==> src/rtl/buffer_slot_ctrl_if.sv <==
// buffer_slot_ctrl_if
//   Bundles every non-clock signal of buffer_slot_ctrl.
//   slave  : the controller's view (event pulses in, slot/status out).
//   master : the host/transactor view (drives pulses, observes status).
//   Signals:
//     h2c_dsc_done/h2c_len       request written into wr_slot
//     wr_slot/wr_base            next H2C target slot and its word base address
//     buf_full/occupancy         fill status (occupancy = slots not FREE)
//     ipb_pkt_rdy/ipb_slot/ipb_len, ipb_pkt_done/ipb_resp_len
//       Handshake: ipb_pkt_rdy is a registered level that holds slot/len stable
//       until the transactor pulses ipb_pkt_done; a pulse while ipb_pkt_rdy is
//       low is a protocol error. c2h_rdy/c2h_dsc_done follow the same rule.
//     c2h_rdy/c2h_slot/c2h_len, c2h_dsc_done  response readback
//     err_clr, overflow_err/proto_err/timeout_err  sticky error flags
//     ipb_fsm_state              debug view of the presentation FSM state
interface buffer_slot_ctrl_if #(
   parameter int NSLOTS  = 4,
   parameter int SLOT_AW = 10,
   parameter int LEN_W   = 11
);
   localparam int SW = $clog2(NSLOTS);

   logic              h2c_dsc_done;
   logic [LEN_W-1:0]  h2c_len;
   logic [SW-1:0]     wr_slot;
   logic [SW+SLOT_AW-1:0] wr_base;
   logic              buf_full;
   logic              ipb_pkt_rdy;
   logic [SW-1:0]     ipb_slot;
   logic [LEN_W-1:0]  ipb_len;
   logic              ipb_pkt_done;
   logic [LEN_W-1:0]  ipb_resp_len;
   logic              c2h_rdy;
   logic [SW-1:0]     c2h_slot;
   logic [LEN_W-1:0]  c2h_len;
   logic              c2h_dsc_done;
   logic [SW:0]       occupancy;
   logic              err_clr;
   logic              overflow_err;
   logic              proto_err;
   logic              timeout_err;
   logic              ipb_fsm_state;

   modport slave (
      input  h2c_dsc_done, h2c_len, ipb_pkt_done, ipb_resp_len, c2h_dsc_done, err_clr,
      output wr_slot, wr_base, buf_full, ipb_pkt_rdy, ipb_slot, ipb_len,
             c2h_rdy, c2h_slot, c2h_len, occupancy,
             overflow_err, proto_err, timeout_err, ipb_fsm_state
   );

   modport master (
      output h2c_dsc_done, h2c_len, ipb_pkt_done, ipb_resp_len, c2h_dsc_done, err_clr,
      input  wr_slot, wr_base, buf_full, ipb_pkt_rdy, ipb_slot, ipb_len,
             c2h_rdy, c2h_slot, c2h_len, occupancy,
             overflow_err, proto_err, timeout_err, ipb_fsm_state
   );
endinterface

==> src/rtl/buffer_slot_ctrl.sv <==
// buffer_slot_ctrl
//   Ring of NSLOTS packet slots, each FREE -> REQ -> BUSY -> RESP -> FREE.
//   Three pointers (write, transactor, readback) walk the ring in order; at
//   most one slot is presented to the transactor at a time.
//   Ports:
//     user_clk   clock, rising edge
//     sys_rst_n  asynchronous active-low reset
//     bus        buffer_slot_ctrl_if.slave (all handshake/status signals)
//   Optional feature: define BUFFER_SLOT_TIMEOUT_EN to add a watchdog that
//   forces a stuck BUSY slot to RESP with length 0 and raises timeout_err.
module buffer_slot_ctrl #(
   parameter int NSLOTS    = 4,
   parameter int SLOT_AW   = 10,
   parameter int LEN_W     = 11,
   parameter int TIMEOUT_W = 16
) (
   input logic               user_clk,
   input logic               sys_rst_n,
   buffer_slot_ctrl_if.slave bus
);
   localparam int SW = $clog2(NSLOTS);
   localparam int PW = SW + 1;

   typedef enum logic [1:0] {
      SLOT_FREE = 2'd0,
      SLOT_REQ  = 2'd1,
      SLOT_BUSY = 2'd2,
      SLOT_RESP = 2'd3
   } slot_st_t;

   typedef enum logic {
      IPB_IDLE    = 1'b0,
      IPB_PRESENT = 1'b1
   } ipb_st_t;

   slot_st_t         r_slot_st  [NSLOTS];
   logic [LEN_W-1:0] r_slot_len [NSLOTS];
   logic [PW-1:0]    r_wr_ptr, r_ipb_ptr, r_c2h_ptr;
   ipb_st_t          r_ipb_st;
   logic             r_buf_full;
   logic             r_c2h_rdy;
   logic [LEN_W-1:0] r_c2h_len;
   logic [SW-1:0]    r_ipb_slot;
   logic [LEN_W-1:0] r_ipb_len;
   logic             r_overflow_err;
   logic             r_proto_err;

   ipb_st_t          w_ipb_st_nxt;
   slot_st_t         w_slot_st_nxt  [NSLOTS];
   logic [LEN_W-1:0] w_slot_len_nxt [NSLOTS];
   logic [SW-1:0]    w_wr_idx, w_ipb_idx, w_c2h_idx, w_c2h_idx_nxt;
   logic [PW-1:0]    w_wr_ptr_nxt, w_ipb_ptr_nxt, w_c2h_ptr_nxt, w_occ_nxt;
   logic             w_h2c_acc, w_h2c_drop;
   logic             w_ipb_acc, w_ipb_bad, w_ipb_start, w_ipb_fin;
   logic             w_c2h_acc, w_c2h_bad;
   logic             w_timeout;
   logic [LEN_W-1:0] w_fin_len;

   assign w_wr_idx  = r_wr_ptr[SW-1:0];
   assign w_ipb_idx = r_ipb_ptr[SW-1:0];
   assign w_c2h_idx = r_c2h_ptr[SW-1:0];

   // Full is judged on the registered flag, so a same-cycle readback never
   // makes room for an incoming request.
   assign w_h2c_acc  = bus.h2c_dsc_done & ~r_buf_full;
   assign w_h2c_drop = bus.h2c_dsc_done &  r_buf_full;
   assign w_ipb_acc  = bus.ipb_pkt_done & (r_ipb_st == IPB_PRESENT);
   assign w_ipb_bad  = bus.ipb_pkt_done & (r_ipb_st != IPB_PRESENT);
   assign w_c2h_acc  = bus.c2h_dsc_done &  r_c2h_rdy;
   assign w_c2h_bad  = bus.c2h_dsc_done & ~r_c2h_rdy;

   // A watchdog expiry completes the presented slot exactly like a done pulse.
   assign w_ipb_fin   = w_ipb_acc | w_timeout;
   assign w_fin_len   = w_timeout ? '0 : bus.ipb_resp_len;
   assign w_ipb_start = (r_ipb_st == IPB_IDLE) && (r_slot_st[w_ipb_idx] == SLOT_REQ);

   // Presentation FSM: state register
   always_ff @(posedge user_clk or negedge sys_rst_n) begin
      if (!sys_rst_n) r_ipb_st <= IPB_IDLE;
      else            r_ipb_st <= w_ipb_st_nxt;
   end

   // Presentation FSM: next state. Returning to IDLE for one cycle after each
   // completion gives the mandatory low gap on ipb_pkt_rdy.
   always_comb begin
      w_ipb_st_nxt = r_ipb_st;
      case (r_ipb_st)
         IPB_IDLE:    if (w_ipb_start) w_ipb_st_nxt = IPB_PRESENT;
         IPB_PRESENT: if (w_ipb_fin)   w_ipb_st_nxt = IPB_IDLE;
         default:     w_ipb_st_nxt = IPB_IDLE;
      endcase
   end

   // Presentation FSM: outputs (decoded straight from the state register)
   always_comb begin
      bus.ipb_pkt_rdy   = (r_ipb_st == IPB_PRESENT);
      bus.ipb_fsm_state = r_ipb_st;
   end

   // Slot table next state. The three events always hit distinct slots: the
   // write slot is FREE, the presented slot REQ/BUSY, the readback slot RESP.
   always_comb begin
      for (int i = 0; i < NSLOTS; i++) begin
         w_slot_st_nxt[i]  = r_slot_st[i];
         w_slot_len_nxt[i] = r_slot_len[i];
      end
      if (w_h2c_acc) begin
         w_slot_st_nxt[w_wr_idx]  = SLOT_REQ;
         w_slot_len_nxt[w_wr_idx] = bus.h2c_len;
      end
      if (w_ipb_start) w_slot_st_nxt[w_ipb_idx] = SLOT_BUSY;
      if (w_ipb_fin) begin
         w_slot_st_nxt[w_ipb_idx]  = SLOT_RESP;
         w_slot_len_nxt[w_ipb_idx] = w_fin_len;
      end
      if (w_c2h_acc) w_slot_st_nxt[w_c2h_idx] = SLOT_FREE;
   end

   assign w_wr_ptr_nxt  = r_wr_ptr  + PW'(w_h2c_acc);
   assign w_ipb_ptr_nxt = r_ipb_ptr + PW'(w_ipb_fin);
   assign w_c2h_ptr_nxt = r_c2h_ptr + PW'(w_c2h_acc);
   assign w_occ_nxt     = w_wr_ptr_nxt - w_c2h_ptr_nxt;
   assign w_c2h_idx_nxt = w_c2h_ptr_nxt[SW-1:0];

   always_ff @(posedge user_clk or negedge sys_rst_n) begin
      if (!sys_rst_n) begin
         for (int i = 0; i < NSLOTS; i++) begin
            r_slot_st[i]  <= SLOT_FREE;
            r_slot_len[i] <= '0;
         end
         r_wr_ptr       <= '0;
         r_ipb_ptr      <= '0;
         r_c2h_ptr      <= '0;
         r_buf_full     <= 1'b0;
         r_c2h_rdy      <= 1'b0;
         r_c2h_len      <= '0;
         r_ipb_slot     <= '0;
         r_ipb_len      <= '0;
         r_overflow_err <= 1'b0;
         r_proto_err    <= 1'b0;
      end else begin
         for (int i = 0; i < NSLOTS; i++) begin
            r_slot_st[i]  <= w_slot_st_nxt[i];
            r_slot_len[i] <= w_slot_len_nxt[i];
         end
         r_wr_ptr   <= w_wr_ptr_nxt;
         r_ipb_ptr  <= w_ipb_ptr_nxt;
         r_c2h_ptr  <= w_c2h_ptr_nxt;
         r_buf_full <= (w_occ_nxt == PW'(NSLOTS));
         // Readback status looks ahead at the post-edge slot table so c2h_rdy
         // is a clean register yet rises on the same edge the slot turns RESP.
         r_c2h_rdy  <= (w_slot_st_nxt[w_c2h_idx_nxt] == SLOT_RESP);
         r_c2h_len  <= w_slot_len_nxt[w_c2h_idx_nxt];
         if (w_ipb_start) begin
            r_ipb_slot <= w_ipb_idx;
            r_ipb_len  <= r_slot_len[w_ipb_idx];
         end
         // Error events take priority over a same-cycle clear.
         if (w_h2c_drop)                r_overflow_err <= 1'b1;
         else if (bus.err_clr)          r_overflow_err <= 1'b0;
         if (w_ipb_bad || w_c2h_bad)    r_proto_err    <= 1'b1;
         else if (bus.err_clr)          r_proto_err    <= 1'b0;
      end
   end

`ifdef BUFFER_SLOT_TIMEOUT_EN
   logic [TIMEOUT_W-1:0] r_wd_cnt;
   logic                 r_timeout_err;

   // Expires when the presented request has waited until the counter saturates.
   assign w_timeout = (r_ipb_st == IPB_PRESENT) && !bus.ipb_pkt_done && (&r_wd_cnt);

   always_ff @(posedge user_clk or negedge sys_rst_n) begin
      if (!sys_rst_n) begin
         r_wd_cnt      <= '0;
         r_timeout_err <= 1'b0;
      end else begin
         if ((r_ipb_st == IPB_PRESENT) && !w_ipb_fin) r_wd_cnt <= r_wd_cnt + TIMEOUT_W'(1);
         else                                         r_wd_cnt <= '0;
         if (w_timeout)        r_timeout_err <= 1'b1;
         else if (bus.err_clr) r_timeout_err <= 1'b0;
      end
   end

   assign bus.timeout_err = r_timeout_err;
`else
   assign w_timeout = 1'b0;
   // Watchdog compiled out: the flag is tied low (TIMEOUT_W is always >= 1).
   assign bus.timeout_err = (TIMEOUT_W < 1);
`endif

   assign bus.wr_slot      = w_wr_idx;
   assign bus.wr_base      = {w_wr_idx, {SLOT_AW{1'b0}}};
   assign bus.buf_full     = r_buf_full;
   assign bus.ipb_slot     = r_ipb_slot;
   assign bus.ipb_len      = r_ipb_len;
   assign bus.c2h_rdy      = r_c2h_rdy;
   assign bus.c2h_slot     = w_c2h_idx;
   assign bus.c2h_len      = r_c2h_len;
   assign bus.occupancy    = r_wr_ptr - r_c2h_ptr;
   assign bus.overflow_err = r_overflow_err;
   assign bus.proto_err    = r_proto_err;
endmodule

==> src/flat_wrapper.sv <==
// flat-port wrapper written by rule: the top's interface ports become plain ports
module buffer_slot_ctrl_flat 
#(
   parameter int NSLOTS    = 4,
   parameter int SLOT_AW   = 10,
   parameter int LEN_W     = 11,
   parameter int TIMEOUT_W = 16
)
  (user_clk, sys_rst_n, bus_h2c_dsc_done, bus_h2c_len, bus_ipb_pkt_done, bus_ipb_resp_len, bus_c2h_dsc_done, bus_err_clr, bus_wr_slot, bus_wr_base, bus_buf_full, bus_ipb_pkt_rdy, bus_ipb_slot, bus_ipb_len, bus_c2h_rdy, bus_c2h_slot, bus_c2h_len, bus_occupancy, bus_overflow_err, bus_proto_err, bus_timeout_err, bus_ipb_fsm_state);
  buffer_slot_ctrl_if #(.NSLOTS(NSLOTS), .SLOT_AW(SLOT_AW), .LEN_W(LEN_W)) bus_i ();
  input logic user_clk;
  input logic sys_rst_n;
  input wire logic [$bits(bus_i.h2c_dsc_done)-1:0] bus_h2c_dsc_done;
  input wire logic [$bits(bus_i.h2c_len)-1:0] bus_h2c_len;
  input wire logic [$bits(bus_i.ipb_pkt_done)-1:0] bus_ipb_pkt_done;
  input wire logic [$bits(bus_i.ipb_resp_len)-1:0] bus_ipb_resp_len;
  input wire logic [$bits(bus_i.c2h_dsc_done)-1:0] bus_c2h_dsc_done;
  input wire logic [$bits(bus_i.err_clr)-1:0] bus_err_clr;
  output wire logic [$bits(bus_i.wr_slot)-1:0] bus_wr_slot;
  output wire logic [$bits(bus_i.wr_base)-1:0] bus_wr_base;
  output wire logic [$bits(bus_i.buf_full)-1:0] bus_buf_full;
  output wire logic [$bits(bus_i.ipb_pkt_rdy)-1:0] bus_ipb_pkt_rdy;
  output wire logic [$bits(bus_i.ipb_slot)-1:0] bus_ipb_slot;
  output wire logic [$bits(bus_i.ipb_len)-1:0] bus_ipb_len;
  output wire logic [$bits(bus_i.c2h_rdy)-1:0] bus_c2h_rdy;
  output wire logic [$bits(bus_i.c2h_slot)-1:0] bus_c2h_slot;
  output wire logic [$bits(bus_i.c2h_len)-1:0] bus_c2h_len;
  output wire logic [$bits(bus_i.occupancy)-1:0] bus_occupancy;
  output wire logic [$bits(bus_i.overflow_err)-1:0] bus_overflow_err;
  output wire logic [$bits(bus_i.proto_err)-1:0] bus_proto_err;
  output wire logic [$bits(bus_i.timeout_err)-1:0] bus_timeout_err;
  output wire logic [$bits(bus_i.ipb_fsm_state)-1:0] bus_ipb_fsm_state;
  assign bus_i.h2c_dsc_done = bus_h2c_dsc_done;
  assign bus_i.h2c_len = bus_h2c_len;
  assign bus_i.ipb_pkt_done = bus_ipb_pkt_done;
  assign bus_i.ipb_resp_len = bus_ipb_resp_len;
  assign bus_i.c2h_dsc_done = bus_c2h_dsc_done;
  assign bus_i.err_clr = bus_err_clr;
  assign bus_wr_slot = bus_i.wr_slot;
  assign bus_wr_base = bus_i.wr_base;
  assign bus_buf_full = bus_i.buf_full;
  assign bus_ipb_pkt_rdy = bus_i.ipb_pkt_rdy;
  assign bus_ipb_slot = bus_i.ipb_slot;
  assign bus_ipb_len = bus_i.ipb_len;
  assign bus_c2h_rdy = bus_i.c2h_rdy;
  assign bus_c2h_slot = bus_i.c2h_slot;
  assign bus_c2h_len = bus_i.c2h_len;
  assign bus_occupancy = bus_i.occupancy;
  assign bus_overflow_err = bus_i.overflow_err;
  assign bus_proto_err = bus_i.proto_err;
  assign bus_timeout_err = bus_i.timeout_err;
  assign bus_ipb_fsm_state = bus_i.ipb_fsm_state;
  buffer_slot_ctrl #(.NSLOTS(NSLOTS), .SLOT_AW(SLOT_AW), .LEN_W(LEN_W), .TIMEOUT_W(TIMEOUT_W)) u_core (.user_clk(user_clk), .sys_rst_n(sys_rst_n), .bus(bus_i));
endmodule
==> config.mk <==
export PLATFORM = sky130hd
export DESIGN_NAME = buffer_slot_ctrl_flat
export DESIGN_NICKNAME = d
export VERILOG_FILES = /design/src/rtl/buffer_slot_ctrl_if.sv /design/src/rtl/buffer_slot_ctrl.sv /design/src/flat_wrapper.sv
export SDC_FILE = /design/constraint.sdc
export NUM_CORES = 1
export LEC_CHECK = 0
export ABC_AREA = 1
export CORE_UTILIZATION = 54
export CTS_CLUSTER_DIAMETER = 50
export DETAILED_ROUTE_END_ITERATION = 10
export PLACE_DENSITY_LB_ADDON = 0.12
export RECOVER_POWER = 100
export SLEW_MARGIN = 20
export SYNTH_ARGS = -nofsm -noshare
export SYNTH_HDL_FRONTEND = slang
export SYNTH_SLANG_ARGS = --single-unit
export TNS_END_PERCENT = 100
==> constraint.sdc <==
create_clock -name user_clk -period 3.1 [get_ports user_clk]
set_clock_uncertainty 0.2 [all_clocks]
set_input_delay 0.62 -clock user_clk [delete_from_list [all_inputs] [get_ports user_clk]]
set_output_delay 0.62 -clock user_clk [all_outputs]
set_load 0.05 [all_outputs]
After elaboration in Yosys (flattened, before gate mapping):

Index checks and enable logic that the tools add are counted.

* equality and inequality tests: 3
* $lt $le $gt $ge: 7
* add/sub/neg operators: 5
* reduce and logical (&&, ||, !) cells: 7
* multiplexer cells: 36
* bitwise logic cells: 22

Operators by type and width (number)
* $bwmux 44: 2
* $mux 44: 2
* $mux 11: 6
* $bmux 11 s2: 2
* $demux 11 s2: 2
* $mux 8: 4
* $mux 2: 7
* $demux 2 s2: 3
* $ge 3x3->1 const B: 4
* $not 2->3: 4
* $add 3x1->3: 3
* $lt 3x1->1 const B: 3
* $and 4x4->4: 2
* $and 8x8->8: 1
* $bmux 2 s2: 2
* $not 4->4: 2
* $not 8->8: 1
* $or 4x4->4: 2
* $or 8x8->8: 1
* $and 1x1->1: 6
* $sub 3x3->3: 2
* $mux 1: 5
* $logic_and 1x1->1: 4
* $reduce_bool 2->1: 2
* other kinds (6): 8

* register bits after elaboration: 90
* word-level logic and storage cells: 99

Longest topological paths before layout:

* depth after elaboration: 18
* gate-level depth with buffers: 13

Worst setup path after synthesis:

OpenSTA, ideal clock, no wires.

* path kind: register to output
* start: reg u_core.r_wr_ptr[0]
* end: out bus_occupancy[2]
* cell stages (with the launch flop): 5
* arrival time: 1913 ps
* slack: 367 ps
* required time: 2280 ps
* cell sequence: dfrtp_1 > inv_1 > ha_1 > fa_1 > xnor2_1

* longest elaborated chain between the ends: 1

RTL lines
* start, declared: line buffer_slot_ctrl.sv:38 `logic [PW-1:0] r_wr_ptr, r_ipb_ptr, r_c2h_ptr;`
* start signal, assigned: line buffer_slot_ctrl.sv:146 `r_wr_ptr <= w_wr_ptr_nxt;`
* $sub 3x3->3: line buffer_slot_ctrl.sv:200 `assign bus.occupancy = r_wr_ptr - r_c2h_ptr;`
* end, declared: line flat_wrapper.sv:28 `output wire logic [$bits(bus_i.occupancy)-1:0] bus_occupancy;`

No other way between the ends.

Final worst setup path:

* start: reg u_core.r_wr_ptr[0]
* end: out bus_occupancy[0]

The elaborated chain is that of the path after synthesis.

==> reports/metrics.csv <==
stage,metric,value,unit
routing,wire per inst,17.9,µm
routing,1st-pass router iterations,5,
floorplan,io pins,78,
finish,Antenna diodes,0,
yosys,"Primary FF master, synth",dfrtp_1,
clocking,setup bufs post-CTS,0,
routing,vias post-DR,4183,
global_route,number of global-route vias before repair,4028,
floorplan,die area,9230,µm²
yosys,sequential-to-total area share from yosys stat,46.6,%
timing,final slew viol count,0,
critical_path,CP max FO,6,
timing,Setup-failing EPs final,0,
floorplan,Rows,33,
min_path,worst min path class,primary input to async pin,
yosys,Yosys cell types,36,
clocking,Clock transition at path regs,0.09,ns
routing,DR vias/cell,5.70,
placement,Final GP Congestion,0.865,
global_route,first-pass GRT wire length,20700,µm
yosys,Synth top area share,46.6,%
yosys,"FFs w/ async S/R, synth",100,%
yosys,largest area contributor in the netlist,dfrtp_1,
clocking,Post-CTS Resized,0,
yosys,"FF+latch count, synth",89,
critical_path,CP Launch Type,flop,
global_route,Tot GR Track Use,30.7,%
finish,"commonest non-fill, non-tap cell in the layout",o21ai_0,
clocking,# H-tree levels,3,
clocking,hold-fix buffers at CTS,0,
timing,Tcrit/Tclk final,95.3,%
timing,fmax,338,MHz
job,max cap viols,0,
routing,WL final,13100,µm
yosys,post-synthesis cell count,566,
clocking,Max clock buf depth,2,
routing,top layer reached by signal wires,met4,
yosys,dominant cells by area after synthesis,"dfrtp_1, o21ai_0, nand2_1, inv_1, a21oi_1",
global_route,antenna violations before repair,0,
yosys,Syn. warnings,0,
run_status,status,completed,
finish,share of cells above drive strength 1,9.06,%
critical_path,CP cell instances,inv_1 -> ha_1 -> inv_1 -> dlygate4sd3_1,
clocking,clock root buffer,clkbuf_8,
placement,PortBufs,66,
clocking,worst skew pair latency,0.36,ns
critical_path,Worst Setup SP,u_core.r_wr_ptr[0],
yosys,syn_area_per_cell,8.44,µm²
clocking,CTS tree,done,
critical_path,CP Class,flop to output port,
timing,RSZ-0062 raised after global routing,false,
timing,Final Hold Viols,0,
routing,metal3 WL,1320,µm
routing,DRC,0,
routing,wl on met1,5430,µm
yosys,mapped cell area,4780,µm²
floorplan,Die Wd,96.1,µm
critical_path,Crit path top cell by count,inv_1,
floorplan,Starting Density,57.0,%
finish,"commonest non-fill, non-tap cells in the layout","o21ai_0, nand2_1, dfrtp_1",
routing,routed wl met2,6000,µm
finish,Synth-to-Final Area Change,16.7,%
critical_path,Worst Path Required,2.28,ns
timing,Worst Max-Slew Pin Slew,1.15,ns
global_route,total grt overflow,0,
yosys,Post-synth EDFFs,0,
routing,DRT iter0 DRCs,419,
critical_path,crit path DAT,2.14,ns
finish,Nets,661,
floorplan,die span in y,96.1,µm
global_route,largest net degree at the start of global routing,47,
critical_path,Crit path largest cell delay,0.87,ns
timing,Setup TNS Final,0,ns
clocking,CTS Sinks,89,
floorplan,core area,8380,µm²
critical_path,crit path max-delay cell type,dlygate4sd3_1,
finish,fin util,66.5,%
clocking,total CTS buffers,9,
critical_path,Reg-to-Reg Start,u_core.r_ipb_ptr[1],
critical_path,Worst setup EP type,output port,
timing,Worst slew margin,23.0,%
timing,min Tclk post-route,2.96,ns
routing,Final ANT Viol Nets,0,
placement,dpl hpwl,8700,µm
[layout make-up]
cell class | instances | area (µm²)
fill | 736 | 2810
multi-input combinational | 384 | 2030
clock inverter | 5 | 78.8
clock buffer | 11 | 141
sequential | 89 | 2230
inverter | 60 | 235
timing repair buffer | 80 | 733
tap | 105 | 131
[kinds of logic after synthesis]
family,after synthesis,share of synthesized area [%]
DFF,89,46.6
buffers and inverters,103,11.0
and+or+nand+nor,166,16.0
xor gates and xnor gates,7,1.28
adders and majority gates,9,2.51
AOI/OAI and AO/OA,191,22.5
other,1,0.0785
[critical path, delay by kind of cell, from the launching register on]
| family | cells | cell delay (ns) |
|---|---|---|
| flops | 1 | 0.46 |
| buf+inv | 3 | 1.04 |
| fa+ha+maj | 1 | 0.28 |
[per-stage QoR]
stage / hold slack (ns) / instances / setup WS [ns] / cell area, µm²
3_3_place_gp: 0.264 / 718 / 0.347 / 5430
6_report: 0.238 / 734 / 0.144 / 5580
5_1_grt: 0.301 / 734 / 0.0592 / 5580
4_1_cts: 0.0645 / 734 / 0.196 / 5650
2_1_floorplan: 0.124 / 576 / 0.367 / 4820
3_5_place_dp: 0.271 / 718 / 0.288 / 5430
[flip-flops by register name, summed over array words and instances (netlist names)]
name and flops:
u_core.bus.ipb_slot 2, u_core.r_ipb_ptr 2, u_core.r_wr_ptr 3, u_core.bus.c2h_len 11
u_core.bus.c2h_rdy 1, u_core.r_c2h_ptr 3, u_core.bus.ipb_fsm_state 1, u_core.r_slot_len 44
u_core.bus.ipb_len 11, u_core.bus.overflow_err 1, u_core.bus.buf_full 1, u_core.r_slot_st 8
u_core.bus.proto_err 1
[path summary, 6_finish.rpt]
check / depth (start not counted) / endpoint / slack, ns
max in group asynchronous: 2 / u_core.bus.c2h_len[0] / 0.76
hold / removal: 1 / u_core.bus.ipb_slot[1] / 0.24
min in group user_clk: 2 / u_core.bus.ipb_len[8] / 0.28
setup / recovery: 4 / bus_occupancy[0] / 0.14
hold reg to reg: 2 / u_core.bus.ipb_len[8] / 0.28
setup reg to reg: 8 / u_core.bus.ipb_len[5] / 0.36
[cell usage after synthesis (4+ instances only)]
cell / count
nor2_1: 39
nand3_1: 11
clkbuf_1: 10
buf_2: 6
nand2_2: 4
buf_6: 6
xor2_1: 4
dfrtp_1: 89
o21ai_0: 85
nand2_1: 93
o22ai_1: 6
ha_1: 8
o21ai_1: 36
nand3_2: 5
a21oi_1: 39
o22ai_2: 9
a22oi_1: 11
buf_4: 19
inv_1: 55
nor3_1: 4
[per-layer routing]
layer  up-vias  global-route usage, %
met2       227                   48.5
met1      1948                   40.6
met4         0                   11.4
met3        33                   7.98
li1       1975                      -
met5         -                      0
Power is not shown: default switching activity piles up to over one toggle a cycle in this logic, so the estimate is an artifact.
